==> config.mk <==
export PLATFORM = sky130hd
export DESIGN_NAME = serial_adder
export DESIGN_NICKNAME = d
export VERILOG_FILES = /design/src/rtl/serial_adder.sv
export SDC_FILE = /design/constraint.sdc
export NUM_CORES = 1
export LEC_CHECK = 0
export CAP_MARGIN = 15
export CORE_MARGIN = 2
export CORE_UTILIZATION = 38
export DETAILED_ROUTE_END_ITERATION = 12
export PLACE_DENSITY_LB_ADDON = 0.08
export SYNTH_ARGS = -nofsm -noshare
export SYNTH_HDL_FRONTEND = slang
export SYNTH_SLANG_ARGS = --single-unit
export TNS_END_PERCENT = 100
==> constraint.sdc <==
create_clock -name CLK -period 1.2 [get_ports CLK]
set_input_delay 0.3 -clock CLK [delete_from_list [all_inputs] [get_ports CLK]]
set_output_delay 0.3 -clock CLK [all_outputs]
set_load 0.05 [all_outputs]
==> src/rtl/serial_adder.sv <==
// serial_adder: bit-serial WIDTH-bit add/subtract unit built around a single
// one-bit full-adder cell and a registered carry. Operands are shifted through
// the cell LSB-first, one result bit per clock, and the finished result is
// presented together with a one-cycle DONE strobe.
//
// Ports:
//   CLK     in   system clock, rising edge
//   RESETL  in   synchronous active-low reset
//   START   in   request, accepted in IDLE or DONE
//   SUB     in   0: A+B+CIN, 1: A-B (CIN ignored); sampled with START
//   CIN     in   carry-in for add mode; sampled with START
//   OPA     in   operand A; sampled with START
//   OPB     in   operand B; sampled with START
//   BUSY    out  high while an operation is running
//   DONE    out  one-cycle result-valid pulse
//   SUM     out  result, held until the next completion
//   COUT    out  final carry out (subtract: 1 = no borrow)
//   OVF     out  signed overflow
module serial_adder #(
    parameter int unsigned WIDTH = 16
) (
    input  logic             CLK,
    input  logic             RESETL,
    input  logic             START,
    input  logic             SUB,
    input  logic             CIN,
    input  logic [WIDTH-1:0] OPA,
    input  logic [WIDTH-1:0] OPB,
    output logic             BUSY,
    output logic             DONE,
    output logic [WIDTH-1:0] SUM,
    output logic             COUT,
    output logic             OVF
);

    localparam int unsigned CNT_W = $clog2(WIDTH);
    localparam int unsigned RES_W = WIDTH - 1;

    typedef enum logic [1:0] {
        ST_IDLE = 2'd0,
        ST_RUN  = 2'd1,
        ST_DONE = 2'd2
    } state_e;

    state_e             state_q;
    logic [WIDTH-1:0]   a_q;
    logic [WIDTH-1:0]   b_q;
    // Holds the first WIDTH-1 result bits; the last bit goes straight to SUM.
    logic [RES_W-1:0]   res_q;
    logic               carry_q;
    logic               cmsb_q;
    logic [CNT_W-1:0]   cnt_q;
    logic               busy_q;
    logic               done_q;
    logic [WIDTH-1:0]   sum_q;
    logic               cout_q;
    logic               ovf_q;

    // One-bit full-adder cell fed by the operand LSBs and the running carry.
    logic fa_q_c;
    logic fa_co_c;

    always_comb begin
        fa_q_c  = a_q[0] ^ b_q[0] ^ carry_q;
        fa_co_c = (a_q[0] & b_q[0]) | (a_q[0] & carry_q) | (b_q[0] & carry_q);
    end

    // Sequencer, datapath and registered outputs.
    always_ff @(posedge CLK) begin
        if (!RESETL) begin
            state_q <= ST_IDLE;
            a_q     <= '0;
            b_q     <= '0;
            res_q   <= '0;
            carry_q <= 1'b0;
            cmsb_q  <= 1'b0;
            cnt_q   <= '0;
            busy_q  <= 1'b0;
            done_q  <= 1'b0;
            sum_q   <= '0;
            cout_q  <= 1'b0;
            ovf_q   <= 1'b0;
        end else begin
            done_q <= 1'b0;
            case (state_q)
                ST_IDLE, ST_DONE: begin
                    if (START) begin
                        // Subtract is A + ~B + 1.
                        a_q     <= OPA;
                        b_q     <= SUB ? ~OPB : OPB;
                        carry_q <= SUB ? 1'b1 : CIN;
                        res_q   <= '0;
                        cnt_q   <= '0;
                        busy_q  <= 1'b1;
                        state_q <= ST_RUN;
                    end else begin
                        busy_q  <= 1'b0;
                        state_q <= ST_IDLE;
                    end
                end
                ST_RUN: begin
                    a_q     <= a_q >> 1;
                    b_q     <= b_q >> 1;
                    res_q   <= RES_W'({fa_q_c, res_q} >> 1);
                    carry_q <= fa_co_c;
                    cnt_q   <= cnt_q + CNT_W'(1);
                    // Carry into the MSB, needed for signed overflow.
                    if (cnt_q == CNT_W'(WIDTH - 2)) begin
                        cmsb_q <= fa_co_c;
                    end
                    if (cnt_q == CNT_W'(WIDTH - 1)) begin
                        sum_q   <= {fa_q_c, res_q};
                        cout_q  <= fa_co_c;
                        ovf_q   <= cmsb_q ^ fa_co_c;
                        done_q  <= 1'b1;
                        busy_q  <= 1'b0;
                        state_q <= ST_DONE;
                    end
                end
                default: begin
                    busy_q  <= 1'b0;
                    state_q <= ST_IDLE;
                end
            endcase
        end
    end

    assign BUSY = busy_q;
    assign DONE = done_q;
    assign SUM  = sum_q;
    assign COUT = cout_q;
    assign OVF  = ovf_q;

endmodule

==> results of run 1 <==
[report_power, final]
group          leakage, nW  internal [mW]  switching (mW)
clock network       0.0833          0.779            1.04
logic                 1.01          0.495           0.457
registers            0.622           2.59          0.0668
[layer usage]
metal,part of all wire,GRT usage,up-vias
li1,-,-,1398
met1,0.47,0.212,1286
met3,0.028,0.0290,6
met5,0,0,-
met4,0.0095,0.0643,0
met2,0.49,0.256,51
[critical path: stages (launching register included)]
cell and delay, ns:
sky130_fd_sc_hd__dfxtp_4 0.37, sky130_fd_sc_hd__nor2b_4 0.14, sky130_fd_sc_hd__buf_12 0.14, sky130_fd_sc_hd__buf_6 0.12
sky130_fd_sc_hd__buf_6 0.11, sky130_fd_sc_hd__a22oi_2 0.14, sky130_fd_sc_hd__a21oi_1 0.09
[per-stage QoR]
step | setup WS, ns | power [mW] | util | instances | hold slack (ns)
floorplan | -0.0356 | 3.11 | - | 358 | 0.436
global placement | -0.359 | 3.40 | 0.511 | 506 | 0.451
detailed placement | -0.384 | 3.40 | 0.511 | 506 | 0.455
CTS | -0.0138 | 5.22 | 0.537 | 523 | 0.464
global route | -0.0911 | 5.67 | 0.593 | 538 | 0.473
finish | -0.0202 | 5.42 | 0.593 | 538 | 0.454
[timing repair]
item                                    CTS  global route
endpoints found under the setup margin   55            67
gates cloned                              0            10
pin swaps                                 0            13
hold buffers                              0             0
buffers inserted                          1             5
gates resized for setup                  12            52
[cells by family after synthesis]
group,after synthesis
xor+xnor,17
buf+inv,37
compound gates,87
fa+ha+maj,3
flops,75
simple gates,119
mux,20
[Yosys cell counts, types with 3 or more instances]
library cell	count	area, um^2
sky130_fd_sc_hd__dfxtp_1	75	1500
sky130_fd_sc_hd__nand2b_1	3	18.8
sky130_fd_sc_hd__mux2i_1	19	190
sky130_fd_sc_hd__clkbuf_1	7	26.3
sky130_fd_sc_hd__a22oi_1	30	225
sky130_fd_sc_hd__nand2_1	54	203
sky130_fd_sc_hd__xor2_1	16	140
sky130_fd_sc_hd__nand3_1	52	260
sky130_fd_sc_hd__buf_4	5	37.5
sky130_fd_sc_hd__a21oi_1	52	260
sky130_fd_sc_hd__buf_2	19	95.1
[sequential cells by signal (all words and copies together) (netlist names)]
name and cells:
state_q 2, OVF 1, COUT 1, SUM 16, res_q 15, DONE 1, BUSY 1, b_q 16
cnt_q 4, cmsb_q 1, a_q 16, carry_q 1
[cell type report]
type / count / area [um^2] / share of cell area
well taps: 105 / 131 / 0.0271
repair buffers: 94 / 1330 / 0.275
clock inverters: 7 / 57.6 / 0.0119
inverters: 2 / 7.51 / 0.00155
clock buffers: 9 / 124 / 0.0255
multi-input cells: 246 / 1660 / 0.343
flip-flops and latches: 75 / 1530 / 0.316
[worst max path at each step]
stage	endpoint	depth (start not counted)	startpoint
after floorplan	SUM[10]	5	cnt_q[1]
after global routing	b_q[2]	6	state_q[0]
after detailed placement	carry_q	5	START
final	b_q[2]	6	state_q[0]
after global placement	carry_q	5	START
after CTS	OVF	3	a_q[0]
==> results, run 1 <==
- The area growth from synthesis to layout is 51.8%.
- Counting instances, the worst hold path has a depth of 2.
- The setup slack on the worst flop-to-flop path is -0.02 ns.
- The count of standard-cell rows is 33.
- The area enclosed by the die boundary is 9160 um^2.
- The half-perimeter wire length after detailed placement is 4500 um.
- The end of the worst hold path is SUM[0].
- In the synthesized netlist the dominant register cell turns out to be sky130_fd_sc_hd__dfxtp_1.
- The arrival time at the worst endpoint is 1.46 ns.
- 57 I/O pins were placed.
- Across the run, the number of max-cap violations was 0.
- The worst voltage drop across the vdd grid is ~0.66 mV.
- Counting flops with an async set or reset pin after synthesis yields a share of 0.
- After synthesis, the largest family of logic cells by area is simple AND/OR/NAND/NOR gates.
- The final setup skew is ~0.0079 ns.
- The critical path is of the flop to flop type.
- The clock transition at the register clock pins on the worst setup and hold paths after CTS is 0.09 ns.
- The setup-violating endpoint count in the final report is 5.
- Counting I/O delays and the setup requirement, the final critical path takes approximately 1.2 ns.
- Input and output buffers added on the ports amount to 56.
- The wire length of the first global-routing pass is approximately 11,000 um.
- The fraction of the mapped netlist area in adder cells is 0.0141.
- For this configuration, the core starts out at a cell density of 0.391.
- Setup repair after global routing could not meet its margin everywhere.
- Yosys mapped a number of flops with a built-in enable equal to 0.
- The number of antenna violations at the first check in global routing was 0.
- The count of antenna-violating nets left after detailed routing is 0.
- The post-synthesis xor/xnor area fraction is 0.0466.
- The sequential share of the synthesized area is 0.470.
- Measured against its own limit, the worst slew margin works out to 0.836.
- The final hold violation count is 0.
- The number of max-slew violations in the final report was 0.
- The critical-path maximum fanout is 7.
- The pin count of the biggest net entering global routing is 39.
- Dividing the synthesized area by the synthesized cell count gives about 8.9 um^2.
- The worst hold path begins at res_q[0].
- Counting the fill cells in the layout gives ~700.
- The library cell used most frequently in the layout, excluding fill and tap cells, is sky130_fd_sc_hd__nand2_1.
- The cell area that synthesis handed to floorplanning was 3200 um^2.
- Routability-driven placement finished with a final weighted congestion of between 0.7 and 0.8.
- The number of nets in the synthesized netlist is between 300 and 400.
- The residual DRC count is 0.
- After synthesis, the netlist uses 31 different library cells.
- The reg-to-reg critical path startpoint is state_q[0].
- The accumulated negative setup slack is -0.0333 ns.
- The total leakage power is 1.71 nW.
- The first routing iteration left 63 violations.
- Of the total synthesized cell area, the portion taken by AND, OR, NAND and NOR gates is 0.177.
- The root buffer cell is sky130_fd_sc_hd__clkbuf_8.
- The number of buffers inserted during clock tree synthesis is 9.
- The checks that failed: setup timing.
- For this run, the top clock speed supported by timing is just over 0.8 GHz.
- The number of cells on the worst reg-to-reg path is 6.
- The H-tree level count is 3.
- The run finished, with violations left.
- STA puts the critical path data required time at about 1.4 ns.
- The average wire per cell in the routed design is 14.7 um.
- The clock passes through at most 2 buffers.
- From bottom edge to top edge, the die measures around 96 um.
- The floorplan step defined a core boundary enclosing about 8200 um^2.
- In the layout the commonest cells are 53 x sky130_fd_sc_hd__nand2_1, 52 x sky130_fd_sc_hd__dfxtp_1, 52 x sky130_fd_sc_hd__nand3_1.
- For this run, the post-layout net count is 468.
- The fraction of final layout cells sized beyond drive strength 1 is 0.314.
- In the finished design, the share of the clock period the worst path needs comes to 1.02.
- TritonCTS built the clock tree.
- In this run the cell area measured after placement is 4180 um^2.
- In the global route stage, overall resource usage came out at 0.159.
- The compound-cell area share of the yosys netlist was 0.164.
- Dividing the detail-routed via count by the number of cells gives between 5 and 6.
- In this run the horizontal extent of the chip is ~96 um.
- STA classifies the critical path endpoint as a flop.
- The cell area power density is 1120 nW/um^2.
- The transition at the pin with the smallest max-transition slack is 0.243 ns.
- The final worst-path setup slack is -0.0202 ns.
- Summing over every cut layer, the via total after detailed routing is roughly 2,700.
- Before antenna repair, the detailed router went through 4 iterations.
- The finished cells cover 4850 um^2.
- The nature of the critical path startpoint is a flop.
- The post-synthesis cell count is 358.
- For this block, the routed nets add up to 7930 um of wire.
- 0 antenna diodes ended up in the layout.
- The total number of clock tree sinks is 75.
- The final global-route overflow total is 0.
- The synthesis-stage register bit count is between 70 and 80.
- During synthesis, Yosys emitted a total of 0 warnings.
- For the worst-skew pair, the clock arrives at the later sink with an insertion delay of around 0.35 ns.
- The reg-to-reg endpoint is b_q[2].
- The number of global-route vias before repair is between 2,000 and 2,500.
- The share of cell area taken by muxes after synthesis is 0.0642.
- The classification of the worst-slack hold path is flop to flop.
No activity file was read; power rests on OpenSTA's default activity.
==> inputs of run 2 (changes only) <==
CAP_MARGIN = 25   (was 15)
CORE_MARGIN = not set   (was 2)
==> results, run 2 (synthesis gave the netlist of run 1 again) <==
- The wire length of the first global-routing pass came to 11,800 um (was 11,500 um).
- The number of global-route vias before repair is 2,605 (was 2,481).
- The setup-violating endpoint count in the final report is 6 (was 5).
- The number of antenna cells inserted is 0 (unchanged).
- The number of ports placed on the die boundary came to 57 (unchanged).
- The capture point of the critical path was SUM[13] (was b_q[2]).
- The largest buffer count on any clock path is 2 (unchanged).
- The final hold violation count is 0 (unchanged).
- The biggest cell delay along the critical path is 0.36 ns (was 0.37 ns).
- The total track usage is 0.170 (was 0.159).
- The area of placed instances is 4230 um^2 (was 4180 um^2).
- The average wire per cell in the routed design is 14.2 um (was 14.7 um).
- The setup slack on the worst flop-to-flop path is -0.03 ns (was -0.02 ns).
- The H-tree level count is 3 (unchanged).
- The post-layout minimum cycle time is 1.23 ns (was 1.22 ns).
- The number of fillers in the final layout came to 712 (was 697).
- The final worst-path cycle share is 1.02 (about the same).
- The total wirelength of the detailed-routed design is 7600 um (was 7930 um).
- The arrival time at the worst endpoint is 1.51 ns (was 1.46 ns).
- The final global-route overflow total came to 0 (unchanged).
- The total area of sequential cells is 1530 um^2 (about the same).
- The initial detailed-routing violation count is 79 (was 63).
- Failing checks: setup timing (unchanged).
- The classification of the worst-slack hold path is flop to flop (unchanged).
- The number of antenna violations at the first check in global routing was 0 (unchanged).
- The average via count per standard cell is 5.20 (was 5.09).
- The total leakage power is 1.70 nW (was 1.71 nW).
- Unrepaired setup endpoints after global routing: yes (unchanged).
- The area of the multi-input gates is 1620 um^2 (was 1660 um^2).
- The critical path data required time is 1.48 ns (was 1.44 ns).
- The initial standard-cell utilization of the core is 0.391 (unchanged).
- The pin count of the biggest net entering global routing is 40 (was 39).
- The internal portion of total power is 4.00 mW (was 3.86 mW).
- The critical-path maximum fanout is 6 (was 7).
- The cell area power density is 1150 nW/um^2 (was 1120 nW/um^2).
- The count of standard-cell rows came to 33 (unchanged).
- Outcome: complete, but fails checks (unchanged).
- Worst-path cell chain: ha_4 -> nand3_4 -> nor2_8 -> clkbuf_16 -> mux2i_1 (was nor2b_4 -> buf_12 -> buf_6 -> buf_6 -> a22oi_2 -> a21oi_1).
- The area growth from synthesis to layout was 48.9% (was 51.8%).
- The combinational cell fraction of total power is 0.160 (was 0.176).
- The relative contribution of sequential cells to total power is 0.484 (was 0.489).
- The final setup skew is 0.0116 ns (was 0.00790 ns).
- The minimum hold slack was 0.459 ns (was 0.454 ns).
- The final worst-path setup slack came to -0.0274 ns (was -0.0202 ns).
- The TritonCTS clock tree is built (unchanged).
- The number of buffer and inverter stages on the critical path was 1 (was 3).
- The reg-to-reg critical path startpoint is cnt_q[0] (was state_q[0]).
- The launching instance or port of the critical path is cnt_q[0] (was state_q[0]).
- The number of stages on the worst setup path came to 5 (was 6).
- The logic depth of the worst register-to-register path was 5 (was 6).
- The net switching fraction of the power is 0.269 (was 0.288).
- The number of max-slew violations in the final report came to 0 (unchanged).
- The utilization after layout is 0.582 (was 0.593).
- The horizontal die dimension was 93.7 um (was 95.7 um).
- The reg-to-reg endpoint is SUM[13] (was b_q[2]).
- The residual DRC count is 0 (unchanged).
- The nature of the critical path startpoint is a flop (unchanged).
- The endpoint class of the critical path is a flop (unchanged).
- The fraction of final layout cells sized beyond drive strength 1 was 0.288 (was 0.314).
- The chip height is 93.7 um (was 95.7 um).
- The final weighted congestion in routability-driven placement is 0.704 (was 0.745).
- The slowest stage cell on the critical path is sky130_fd_sc_hd__dfxtp_2 (was sky130_fd_sc_hd__dfxtp_4).
- The class of the most critical setup path was flop to flop (unchanged).
- The insertion delay of the later-clocked pin in the worst-skew pair is 0.35 ns (about the same).
- The final non-filler cell area is 4760 um^2 (was 4850 um^2).
- The post-layout net count was 466 (was 468).
- The via count came to 2,789 (was 2,741).
- The worst relative slew slack is 0.799 (was 0.836).
- The first-pass iteration count of the detailed router is 4 (unchanged).
- The family with the most delay on the worst path is flip-flops (unchanged).
- The clock transition at the register clock pins on the worst setup and hold paths after CTS was 0.08 ns (was 0.09 ns).
- The number of buffers inserted during clock tree synthesis is 9 (unchanged).
- The half-perimeter wire length after detailed placement is 4530 um (was 4500 um).
- The worst voltage drop across the vdd grid was 0.606 mV (was 0.659 mV).
- The core area is 8180 um^2 (unchanged).
- The count of antenna-violating nets left after detailed routing came to 0 (unchanged).
- The share of power burned in the clock network is 0.355 (was 0.335).
- Leading cell types in the layout, fill and taps excluded: 52 x sky130_fd_sc_hd__nand2_1, 52 x sky130_fd_sc_hd__nand3_1, 51 x sky130_fd_sc_hd__dfxtp_1 (was 53 x sky130_fd_sc_hd__nand2_1, 52 x sky130_fd_sc_hd__dfxtp_1, 52 x sky130_fd_sc_hd__nand3_1).
- The number of input and output port buffers inserted is 56 (unchanged).
- The total number of clock tree sinks came to 75 (unchanged).
- The transition at the pin with the smallest max-transition slack is 0.301 ns (was 0.243 ns).
- The max-cap check violation count is 0 (unchanged).
- The root buffer cell is sky130_fd_sc_hd__clkbuf_8 (unchanged).
- The switching power total came to 1.48 mW (was 1.56 mW).
- The area enclosed by the die boundary is 8780 um^2 (was 9160 um^2).
- The maximum achievable frequency is 0.815 GHz (was 0.820 GHz).
run 2: area by class of cell:
class                      instances  area share
inverter                           2     0.00158
clock inverter                     6      0.0137
tap                              105      0.0276
timing repair buffer              92       0.269
clock buffer                      10      0.0268
sequential                        75       0.322
multi-input combinational        246       0.339
run 2: worst min path at each step:
stage / start / slack (ns) / to / cells past startpoint
floorplan: OPA[15] / 0.44 / a_q[15] / 2
detailed placement: res_q[0] / 0.46 / SUM[0] / 2
global placement: b_q[15] / 0.45 / b_q[15] / 2
finish: res_q[0] / 0.46 / SUM[0] / 2
global route: res_q[0] / 0.48 / SUM[0] / 2
CTS: res_q[0] / 0.47 / SUM[0] / 2
run 2: tightest hold or removal path, delay by kind of cell (launching register included):
family / cells / cell delay, ns
and+or+nand+nor: 1 / 0.05
DFF: 1 / 0.32
muxes: 1 / 0.05
run 2: power groups by stage:
stage	Combinational (mW)	Sequential, mW	Clock, mW
floorplan	0.415	2.69	0
global placement	0.718	2.70	0
detailed placement	0.724	2.70	0
CTS	0.752	2.65	1.99
global route	0.951	2.67	2.09
finish	0.879	2.65	1.95
run 2: metrics by stage:
stage	power, mW	worst slack [ns]	instances	setup TNS (ns)
2_1_floorplan	3.11	-0.0356	358	-0.356
3_3_place_gp	3.42	-0.380	509	-18.51
3_5_place_dp	3.43	-0.455	509	-19.85
4_1_cts	5.39	-0.0198	527	-0.0272
5_1_grt	5.71	-0.0834	536	-1.26
6_report	5.48	-0.0274	536	-0.0804
run 2: timing repair:
action                                  in CTS  in global routing
gates resized for setup                     20                 30
cloned                                       0                  6
buffers inserted                             2                  3
hold buffers                                 0                  0
endpoints found under the setup margin      64                 47
pin swaps                                    0                 11
run 2: layer usage:
layer,routed length (um),track usage
met5,0,0
met4,108,0.0782
met3,263,0.0372
met2,3710,0.276
met1,3520,0.215
